[config.mk]
export PLATFORM = sky130hd
export DESIGN_NAME = branch_history_predictor
export DESIGN_NICKNAME = d
export VERILOG_FILES = /design/src/rtl/branch_history_predictor_pkg.sv /design/src/rtl/branch_history_predictor_sat.sv /design/src/rtl/branch_history_predictor.sv
export SDC_FILE = /design/constraint.sdc
export NUM_CORES = 1
export LEC_CHECK = 0
export ABC_AREA = 1
export CORE_MARGIN = 8
export CORE_UTILIZATION = 55
export CTS_BUF_LIST = sky130_fd_sc_hd__clkbuf_8
export DETAILED_ROUTE_END_ITERATION = 8
export PLACE_DENSITY = 0.76
export SLEW_MARGIN = 20
export SYNTH_ARGS = -nofsm -noshare
export SYNTH_HDL_FRONTEND = slang
export SYNTH_SLANG_ARGS = --single-unit
[constraint.sdc]
create_clock -name clk -period 17.5 [get_ports clk]
set_input_delay 1.75 -clock clk [delete_from_list [all_inputs] [get_ports clk]]
set_output_delay 1.75 -clock clk [all_outputs]
set_load 0.005 [all_outputs]
[src/rtl/branch_history_predictor_pkg.sv]
// Shared constants and types for the 2-bit-counter branch predictor.
// Counter encoding: 00 strong-NT, 01 weak-NT, 10 weak-T, 11 strong-T.
package branch_history_predictor_pkg;

    localparam logic [6:0] OPC_BRANCH   = 7'b1100011;
    localparam logic [1:0] SNT          = 2'b00;
    localparam logic [1:0] WNT          = 2'b01;
    localparam logic [1:0] WT           = 2'b10;
    localparam logic [1:0] ST           = 2'b11;
    localparam int         IDX_MAX_BITS = 16;

    // Stage index is stored zero-extended so the struct does not depend on IDX_BITS
    typedef struct packed {
        logic                    valid;
        logic                    pred;
        logic [IDX_MAX_BITS-1:0] idx;
    } stage_t;

    localparam stage_t STAGE_CLR = '{valid: 1'b0, pred: 1'b0, idx: {IDX_MAX_BITS{1'b0}}};

    function automatic logic is_branch(input logic [6:0] opcode);
        return (opcode == OPC_BRANCH);
    endfunction

endpackage

[src/rtl/branch_history_predictor_sat.sv]
// 2-bit saturating up/down counter next-state function for the table write path.
module sat_counter2
    import branch_history_predictor_pkg::*;
(
    input  logic [1:0] cnt_i,
    input  logic       up_i,
    output logic [1:0] cnt_o
);

    // Saturating increment toward ST or decrement toward SNT
    always_comb begin
        cnt_o = cnt_i;
        if (up_i) begin
            case (cnt_i)
                SNT:     cnt_o = WNT;
                WNT:     cnt_o = WT;
                WT:      cnt_o = ST;
                ST:      cnt_o = ST;
                default: cnt_o = WNT;
            endcase
        end else begin
            case (cnt_i)
                SNT:     cnt_o = SNT;
                WNT:     cnt_o = SNT;
                WT:      cnt_o = WNT;
                ST:      cnt_o = WT;
                default: cnt_o = WNT;
            endcase
        end
    end

endmodule

[src/rtl/branch_history_predictor.sv]
// Dynamic branch predictor: PC-indexed table of 2-bit counters looked up at IF,
// guess carried through ID to EX, trained at EX resolution with statistics.
module branch_history_predictor
    import branch_history_predictor_pkg::*;
#(
    parameter int IDX_BITS = 6,
    parameter int CNT_W    = 32
) (
    input  logic             clk,
    input  logic             rst,
    input  logic [31:0]      pc_if,
    input  logic [31:0]      inst_if,
    input  logic             stall,
    input  logic [1:0]       flush,
    output logic             prediction_if,
    output logic             prediction,
    output logic             branch_ex,
    input  logic             upd_valid,
    input  logic             upd_taken,
    output logic [CNT_W-1:0] branch_cnt,
    output logic [CNT_W-1:0] mispred_cnt
);

    localparam int ENTRIES = 1 << IDX_BITS;

    logic [1:0]          table_q [ENTRIES];
    stage_t              id_q, id_d;
    stage_t              ex_q, ex_d;
    logic [CNT_W-1:0]    branch_cnt_q, branch_cnt_d;
    logic [CNT_W-1:0]    mispred_cnt_q, mispred_cnt_d;

    logic [IDX_BITS-1:0] idx_if_s;
    logic [IDX_BITS-1:0] idx_ex_s;
    logic                is_br_s;
    logic                train_s;
    logic [1:0]          cnt_ex_s;
    logic [1:0]          cnt_next_s;
    logic                unused_s;

    assign idx_if_s      = pc_if[IDX_BITS+1:2];
    assign is_br_s       = is_branch(inst_if[6:0]);
    assign prediction_if = is_br_s & table_q[idx_if_s][1];

    assign idx_ex_s = ex_q.idx[IDX_BITS-1:0];
    assign cnt_ex_s = table_q[idx_ex_s];
    assign train_s  = upd_valid & ex_q.valid;

    assign unused_s = ^{pc_if[31:IDX_BITS+2], pc_if[1:0], inst_if[31:7],
                        ex_q.idx[IDX_MAX_BITS-1:IDX_BITS], id_q.idx[IDX_MAX_BITS-1:IDX_BITS]};

    sat_counter2 u_sat (
        .cnt_i (cnt_ex_s),
        .up_i  (upd_taken),
        .cnt_o (cnt_next_s)
    );

    // Stage-register next state: flush beats stall beats normal advance
    always_comb begin
        id_d = id_q;
        ex_d = ex_q;
        if (flush != 2'b00) begin
            id_d.valid = 1'b0;
            ex_d.valid = 1'b0;
        end else if (stall) begin
            ex_d.valid = 1'b0;
        end else begin
            id_d.valid = is_br_s;
            id_d.pred  = prediction_if;
            id_d.idx   = {{(IDX_MAX_BITS-IDX_BITS){1'b0}}, idx_if_s};
            ex_d       = id_q;
        end
    end

    // Statistics next state; training uses pre-edge EX contents even under flush
    always_comb begin
        branch_cnt_d  = branch_cnt_q;
        mispred_cnt_d = mispred_cnt_q;
        if (train_s) begin
            branch_cnt_d = branch_cnt_q + CNT_W'(1);
            if (upd_taken != ex_q.pred) begin
                mispred_cnt_d = mispred_cnt_q + CNT_W'(1);
            end else begin
                mispred_cnt_d = mispred_cnt_q;
            end
        end else begin
            branch_cnt_d  = branch_cnt_q;
            mispred_cnt_d = mispred_cnt_q;
        end
    end

    // Pipeline stage and statistics registers
    always_ff @(posedge clk or posedge rst) begin
        if (rst) begin
            id_q          <= STAGE_CLR;
            ex_q          <= STAGE_CLR;
            branch_cnt_q  <= {CNT_W{1'b0}};
            mispred_cnt_q <= {CNT_W{1'b0}};
        end else begin
            id_q          <= id_d;
            ex_q          <= ex_d;
            branch_cnt_q  <= branch_cnt_d;
            mispred_cnt_q <= mispred_cnt_d;
        end
    end

    // Counter table: all weak-NT after reset, single write port at EX
    always_ff @(posedge clk or posedge rst) begin
        if (rst) begin
            for (int i = 0; i < ENTRIES; i++) begin
                table_q[i] <= WNT;
            end
        end else if (train_s) begin
            table_q[idx_ex_s] <= cnt_next_s;
        end
    end

    assign prediction  = ex_q.valid & ex_q.pred;
    assign branch_ex   = ex_q.valid;
    assign branch_cnt  = branch_cnt_q;
    assign mispred_cnt = mispred_cnt_q;

endmodule

==> out/summary.json, run 1 <==
{
  "run_status": {
    "outcome": "finished clean"
  },
  "die": {
    "die_height_um": 161,
    "design.portCount": 138,
    "start_util": 0.553,
    "die_area_um2": 25800,
    "core_um2": 20800,
    "die_width_um": 161,
    "std_cell_rows": 53
  },
  "global_route": {
    "grt.total_usage": 0.254,
    "grt_start_max_net_pins": 133,
    "grt_pass1_wl_um": 53700,
    "grt_pass1_vias": 10600,
    "antenna_found_initial": 0,
    "global_route.overflow_total": 0
  },
  "logic_synthesis": {
    "synth-edff-count": 0,
    "synth.avg_cell_area_um2": 6.94,
    "synth_top_flop_cell": "sky130_fd_sc_hd__dfrtp_1",
    "yosys.cell_count.top_type": "sky130_fd_sc_hd__nand2_1",
    "ys_top_cells_by_count": "739 x sky130_fd_sc_hd__nand2_1, 194 x sky130_fd_sc_hd__inv_1, 158 x sky130_fd_sc_hd__nand3_1",
    "synth_warn": 0,
    "seq_area_frac_synth": 0.459,
    "synthesis.instances": 1659,
    "mappedNetlistNets": 1732,
    "async_set_or_reset_flop_fraction_in_the_synthesized_netlist": 1.00,
    "synth.largest_area_cell": "sky130_fd_sc_hd__dfrtp_1",
    "synth_largest_type_area_fraction": 0.313,
    "yosys_register_bits": 208,
    "synth.top_cells.by_area": "sky130_fd_sc_hd__dfrtp_1 31%, sky130_fd_sc_hd__nand2_1 24%, sky130_fd_sc_hd__dfstp_2 15%",
    "synthesis.area_um2": 11500,
    "synth_cell_type_count": 28
  },
  "worst_setup_path": {
    "crit_path_max_fanout": 17,
    "critPathLaunchType": "primary input",
    "worst_endpoint_data_arrival_time_ns": 5.43,
    "timing_worst_setup_path_type": "in -> out",
    "critPathCaptureType": "output port",
    "max_stage_delay_ns": 1.14,
    "worst_path_max_delay_cell": "sky130_fd_sc_hd__clkdlybuf4s50_1",
    "path_cells": "clkdlybuf4s50_1 > clkinv_1 > nand3_1 > nand3_1 > nand2_1 > nand2_1 > nand3_1 > nand3_1 > a21oi_1 > clkdlybuf4s50_1",
    "worst-endpoint-required_ns": 15.75,
    "worst_path_most_repeated_cell": "sky130_fd_sc_hd__nand3_1",
    "worst-r2r-cell-count": 14
  },
  "routing": {
    "vias_per_cell": 5.33,
    "antenna_left": 0,
    "via_count": 10900,
    "drt_wl_total_um": 33000,
    "drt_first_pass_iters": 6,
    "route.detailed.drc": 0,
    "drt-initial-drc-count": 1054,
    "wl_per_cell_um": 16.2
  },
  "clock_tree": {
    "cts.hold.buffers_added": 0,
    "cts.sink_count": 208,
    "cts.repair.resized": 0,
    "post-cts-setup-buffers": 0,
    "cts.clk_slew.worst_paths_ns": 0.05,
    "clock_tree.buffer_depth": 3,
    "cts_inserted_buffers": 38,
    "number_of_levels_in_the_clock_h_tree": 2,
    "clk_latency_ns": 0.53,
    "cts_root_buffer": "sky130_fd_sc_hd__clkbuf_8",
    "tritoncts": "built"
  },
  "sta": {
    "fin_worst_skew_ns": 0.0154,
    "timing_hold_violations_final": 0,
    "fin_worst_hold_slack_ns": 0.461,
    "final.min_clock_period_ns": 7.18,
    "max_freq_mhz": 139,
    "final_report_setup_violation_count": 0,
    "grt_setup_unrepaired": "no",
    "tightestPinTransition_ns": 1.18,
    "final_max_slew_viol_count": 0,
    "timing.final.crit_share": 0.410,
    "maxSlewHeadroom": 0.216,
    "setup_total_negative_slack_ns": 0
  },
  "placed_design": {
    "hpwlAfterDp_um": 20700,
    "place.gp.congestion": 0.912,
    "numPortBuffers": 86
  },
  "min_path": {
    "type_of_the_tightest_min_delay_check": "reg -> reg",
    "hold-path-cell-count": 2
  },
  "final_layout": {
    "n_antenna_cell": 0,
    "final_layout_size_suffix_gt1_frac": 0.0826,
    "area_delta_synth_final_pct": 15.5,
    "finalCoreUtilization": 0.639,
    "finalNetCount": 1812
  },
  "job": {
    "max-cap-violations": 0
  },
  "power": {
    "fin_total_pwr_mw": 1.15,
    "power.density_cell_area_nw_per_um2": 86.5,
    "max-vdd-ir-drop_uv": 50.9,
    "static-leakage-power_nw": 6.61
  }
}
==> layer usage <==
metal | part of all wire | track usage | up-vias
met2 | 0.46 | 0.411 | 478
met4 | 0.035 | 0.109 | 0
met1 | 0.42 | 0.328 | 5083
met5 | 0 | 0 | -
met3 | 0.087 | 0.0481 | 91
li1 | - | - | 5236
==> sequential cells by signal, indices dropped and copies added, names as in the netlist <==
name / flops
ex_q: 7
branch_cnt: 32
branch_ex: 1
id_q: 8
mispred_cnt: 32
table_q: 128
==> placed cells by master, fill, tap and decap left out, types with 2 or more instances in the layout <==
master / count
sky130_fd_sc_hd__dfrtp_1: 143
sky130_fd_sc_hd__o21ai_0: 20
sky130_fd_sc_hd__o21ai_1: 7
sky130_fd_sc_hd__clkinv_1: 3
sky130_fd_sc_hd__nand2_1: 739
sky130_fd_sc_hd__nand4_1: 12
sky130_fd_sc_hd__nor2_1: 119
sky130_fd_sc_hd__xnor2_1: 20
sky130_fd_sc_hd__xor2_1: 40
sky130_fd_sc_hd__a21oi_1: 4
sky130_fd_sc_hd__nor2_2: 4
sky130_fd_sc_hd__or2_2: 8
sky130_fd_sc_hd__clkbuf_8: 50
sky130_fd_sc_hd__o211ai_1: 4
sky130_fd_sc_hd__inv_1: 210
sky130_fd_sc_hd__nor3_1: 43
sky130_fd_sc_hd__buf_4: 8
sky130_fd_sc_hd__nor4_1: 10
sky130_fd_sc_hd__clkdlybuf4s50_1: 86
sky130_fd_sc_hd__ha_1: 2
sky130_fd_sc_hd__or2_0: 2
sky130_fd_sc_hd__inv_2: 3
sky130_fd_sc_hd__nand2_2: 2
sky130_fd_sc_hd__nand3_1: 157
sky130_fd_sc_hd__dfstp_2: 64
==> worst max-delay path, delay by kind of cell <==
| family | cells | cell delay, ns |
|---|---|---|
| and+or+nand+nor | 6 | 0.79 |
| buffers and inverters | 3 | 2.63 |
| AOI/OAI and AO/OA | 1 | 0.24 |
==> power by group <==
group	leakage [nW]	total (mW)	internal [mW]	switching, mW
registers	2.57	0.505	0.491	0.0140
logic	3.59	0.186	0.0375	0.149
clock network	0.454	0.461	0.255	0.206
==> area by class of cell <==
| cell class | count | area, um2 |
|---|---|---|
| Timing Repair Buffer | 95 | 932 |
| Clock inverter | 19 | 76.3 |
| Clock buffer | 50 | 688 |
| Inverter | 201 | 764 |
| Sequential cell | 208 | 5290 |
| Multi-Input combinational cell | 1195 | 5220 |
| Fill cell | 1888 | 7510 |
| Tap cell | 275 | 344 |
==> per-stage QoR <==
step	setup slack [ns]	cells	cell area, um2
after detailed placement	10.47	1974	12500
after floorplan	10.18	1659	11500
after CTS	10.47	2043	13300
after global routing	10.27	2043	13300
after global placement	10.46	1974	12500
final	10.32	2043	13300
==> logic make-up (layout without fill, tap and decap cells) <==
kind of cell | Yosys count | in the layout | synth area share
buffers and inverters | 256 | 365 | 0.0893
and+or+nand+nor | 1098 | 1098 | 0.388
adders and majority gates | 2 | 2 | 0.00217
xor gates and xnor gates | 60 | 60 | 0.0456
DFF | 208 | 208 | 0.459
AOI/OAI and AO/OA | 35 | 35 | 0.0161
==> path summary, 6_finish.rpt <==
kind,startpoint,endpoint,slack [ns]
worst max-delay path,pc_if[3],prediction_if,10.32
worst min-delay path,table_q[32]$_DFFE_PP1P_,table_q[32]$_DFFE_PP1P_,0.46
worst max register to register,ex_q[1]$_DFFE_PP0P_,table_q[60]$_DFFE_PP1P_,12.74
worst min register to register,table_q[32]$_DFFE_PP1P_,table_q[32]$_DFFE_PP1P_,0.46
max in group asynchronous,rst,table_q[73]$_DFFE_PP0P_,14.39
min in group asynchronous,rst,mispred_cnt[1]$_DFFE_PP0P_,1.79
(Power assumes the default switching activity.)
==> run 2, diff against run 1 <==
- CORE_UTILIZATION: 55 -> 53
- clock period: 17.5 -> 6.4 ns (I/O delays scaled with it)
==> run 2 against run 1 <==
Net effect:
- core utilization down 2.1 points
- largest power group unchanged
- combinational power grew to 2.9 times the previous value
- flip-flop and latch count unchanged
==> out/summary.json, run 2 (same netlist as run 1, synthesis figures left out) <==
{
  "run_status": {
    "outcome": "finished clean"
  },
  "sta": {
    "timing_hold_violations_final": {"value": 0, "change": "unchanged"},
    "final.min_clock_period_ns": 4.33,
    "max_freq_mhz": 231,
    "final_report_setup_violation_count": {"value": 0, "change": "unchanged"},
    "timing.final.crit_share": 0.676,
    "final_max_slew_viol_count": {"value": 0, "change": "unchanged"},
    "tightestPinTransition": {"value": 1.04, "unit": "ns", "change": "-0.139 ns"},
    "grt_setup_unrepaired": "no",
    "fin_worst_skew": {"value": 0.0271, "unit": "ns", "change": "+0.0117 ns"},
    "setup_total_negative_slack": {"value": 0, "unit": "ns", "change": "unchanged"},
    "maxSlewHeadroom": {"value": 0.308, "change": "+0.0928"}
  },
  "worst_setup_path": {
    "critPathLaunchType": "primary input",
    "path_cells": "clkdlybuf4s50_1 > buf_4 > clkinv_1 > nand3_1 > nand3_1 > nand2_1 > nand2_1 > nand3_1 > nand3_1 > a21oi_1 > clkdlybuf4s50_1",
    "max_stage_delay": {"value": 0.66, "unit": "ns", "change": "-0.48 ns"},
    "timing_worst_setup_path_type": "in -> out",
    "crit_path_max_fanout": {"value": 17, "change": "unchanged"},
    "worst_path_most_repeated_cell": "sky130_fd_sc_hd__nand3_1",
    "worst_path_max_delay_cell": "sky130_fd_sc_hd__clkinv_1",
    "worst-endpoint-required": {"value": 5.76, "unit": "ns", "change": "-9.99 ns"},
    "worst_endpoint_data_arrival_time": {"value": 3.69, "unit": "ns", "change": "-1.74 ns"},
    "critPathCaptureType": "output port",
    "reg2reg_slack": {"value": 3.10, "unit": "ns", "change": "-9.64 ns"}
  },
  "power": {
    "max-vdd-ir-drop": {"value": 168, "unit": "uV", "change": "+230%"},
    "power.density_cell_area": {"value": 234, "unit": "nW/um2", "change": "+170%"},
    "fin_total_pwr": {"value": 3.13, "unit": "mW", "change": "+170%"},
    "static-leakage-power": {"value": 6.62, "unit": "nW", "change": "+0.21%"}
  },
  "clock_tree": {
    "cts.repair.resized": {"value": 0, "change": "unchanged"},
    "clock_tree.buffer_depth": {"value": 3, "change": "unchanged"},
    "tritoncts": "built",
    "cts_root_buffer": "sky130_fd_sc_hd__clkbuf_8",
    "cts_inserted_buffers": {"value": 38, "change": "unchanged"},
    "cts.sink_count": {"value": 208, "change": "unchanged"},
    "clk_latency": {"value": 0.54, "unit": "ns", "change": "about the same"},
    "post-cts-setup-buffers": {"value": 0, "change": "unchanged"},
    "cts.hold.buffers_added": {"value": 0, "change": "unchanged"},
    "number_of_levels_in_the_clock_h_tree": {"value": 2, "change": "unchanged"},
    "cts.clk_slew.worst_paths": {"value": 0.05, "unit": "ns", "change": "about the same"}
  },
  "die": {
    "die_height": {"value": 163, "unit": "um", "change": "+1.7%"},
    "start_util": {"value": 0.535, "change": "-0.0188"},
    "core": {"value": 21600, "unit": "um2", "change": "+3.5%"},
    "std_cell_rows": {"value": 54, "change": "+1.9%"},
    "design.portCount": {"value": 138, "change": "unchanged"},
    "die_area": {"value": 26700, "unit": "um2", "change": "+3.4%"},
    "die_width": {"value": 163, "unit": "um", "change": "+1.7%"}
  },
  "routing": {
    "drt_wl_total": {"value": 32700, "unit": "um", "change": "-0.92%"},
    "route.detailed.drc": {"value": 0, "change": "unchanged"},
    "vias_per_cell": {"value": 5.34, "change": "+0.18%"},
    "drt_first_pass_iters": {"value": 5, "change": "-1"},
    "antenna_left": {"value": 0, "change": "unchanged"},
    "via_count": {"value": 11000, "change": "+0.67%"},
    "drt-initial-drc-count": {"value": 1133, "change": "+7.5%"},
    "wl_per_cell": {"value": 15.9, "unit": "um", "change": "-1.4%"}
  },
  "final_layout": {
    "layout_commonest_cell": "sky130_fd_sc_hd__nand2_1",
    "final_layout_size_suffix_gt1_frac": {"value": 0.0857, "change": "+0.00315"},
    "combined_area_of_the_multi_input_logic_cells": {"value": 5210, "unit": "um2", "change": "-0.14%"},
    "area_delta_synth_final_pct": 15.7,
    "register_area": {"value": 5290, "unit": "um2", "change": "unchanged"},
    "number_of_fill_cells_in_the_layout": {"value": 1969, "change": "+4.3%"},
    "largest_reg_flops": {"value": 128, "change": "unchanged"},
    "largest-register": "table_q",
    "final_cell_mix": "739 x sky130_fd_sc_hd__nand2_1, 209 x sky130_fd_sc_hd__inv_1, 157 x sky130_fd_sc_hd__nand3_1",
    "finalNetCount": {"value": 1817, "change": "+0.28%"},
    "n_antenna_cell": {"value": 0, "change": "unchanged"}
  },
  "placed_design": {
    "hpwlAfterDp": {"value": 21500, "unit": "um", "change": "+3.8%"},
    "numPortBuffers": {"value": 86, "change": "unchanged"},
    "place.gp.congestion": {"value": 0.987, "change": "+8.2%"}
  },
  "global_route": {
    "global_route.overflow_total": {"value": 0, "change": "unchanged"},
    "grt.total_usage": {"value": 0.250, "change": "-0.00370"},
    "grt_start_max_net_pins": {"value": 93, "change": "-30%"},
    "grt_pass1_wl": {"value": 53700, "unit": "um", "change": "+0.14%"},
    "grt_pass1_vias": {"value": 10700, "change": "+0.45%"},
    "antenna_found_initial": {"value": 0, "change": "unchanged"}
  },
  "job": {
    "max-cap-violations": {"value": 0, "change": "unchanged"}
  },
  "min_path": {
    "type_of_the_tightest_min_delay_check": "reg -> reg"
  }
}
==> run 2: cell types whose count changed in the layout (fill, tap and decap cells not counted) <==
| cell | change |
|---|---|
| sky130_fd_sc_hd__buf_6 | -1 |
| sky130_fd_sc_hd__nand3_4 | -1 |
| sky130_fd_sc_hd__clkbuf_8 | -4 |
| sky130_fd_sc_hd__buf_4 | +5 |
| sky130_fd_sc_hd__nand3_2 | +1 |
| sky130_fd_sc_hd__clkinv_2 | +3 |
| sky130_fd_sc_hd__buf_12 | +1 |
| sky130_fd_sc_hd__inv_6 | +2 |
| sky130_fd_sc_hd__inv_1 | -1 |
==> run 2: power by group <==
part | switching (mW) | total [mW] | internal (mW)
combinational | 0.418 | 0.532 | 0.114
clock | 0.574 | 1.23 | 0.655
sequential | 0.0231 | 1.37 | 1.34
total | 1.01 | 3.13 | 2.11
==> run 2: worst max-delay path: cells and delay by family <==
family	cells	cell delay (ns)
simple gates	6	0.80
buf+inv	4	1.99
compound gates	1	0.24
==> run 2: final timing paths <==
path | start | to | cells past startpoint
worst min register to register | table_q[102]$_DFFE_PP1P_ | table_q[102]$_DFFE_PP1P_ | 2
worst max-delay path | pc_if[3] | prediction_if | 11
worst min-delay path | table_q[102]$_DFFE_PP1P_ | table_q[102]$_DFFE_PP1P_ | 2
max in group asynchronous | rst | table_q[49]$_DFFE_PP0P_ | 3
min in group asynchronous | rst | mispred_cnt[1]$_DFFE_PP0P_ | 2
worst max register to register | ex_q[0]$_DFFE_PP0P_ | table_q[54]$_DFFE_PP1P_ | 14
==> run 2: routing by layer <==
layer | vias to the layer above | GRT usage | part of all wire
li1 | 5241 | - | -
met1 | 5132 | 0.328 | 0.42
met2 | 476 | 0.394 | 0.46
met3 | 112 | 0.0496 | 0.082
met4 | 0 | 0.117 | 0.037
met5 | - | 0 | 0
==> run 2: final cells by class <==
class                   instances  area share
multi-input cells            1195       0.391
repair buffers                100      0.0734
flip-flops and latches        208       0.397
clock buffers                  46      0.0475
inverters                     201      0.0573
well taps                     280      0.0263
clock inverters                23     0.00788
==> run 2: stage by stage <==
stage | hold slack (ns) | std cells | instance area [um2] | utilization | setup slack, ns
global route | 0.476 | 2053 | 13300 | 0.618 | 1.93
global placement | 0.453 | 1984 | 12600 | 0.584 | 2.18
floorplan | 0.442 | 1659 | 11500 | - | 0.185
detailed placement | 0.455 | 1984 | 12600 | 0.584 | 2.18
CTS | 0.465 | 2053 | 13300 | 0.618 | 2.15
finish | 0.464 | 2053 | 13300 | 0.618 | 2.07
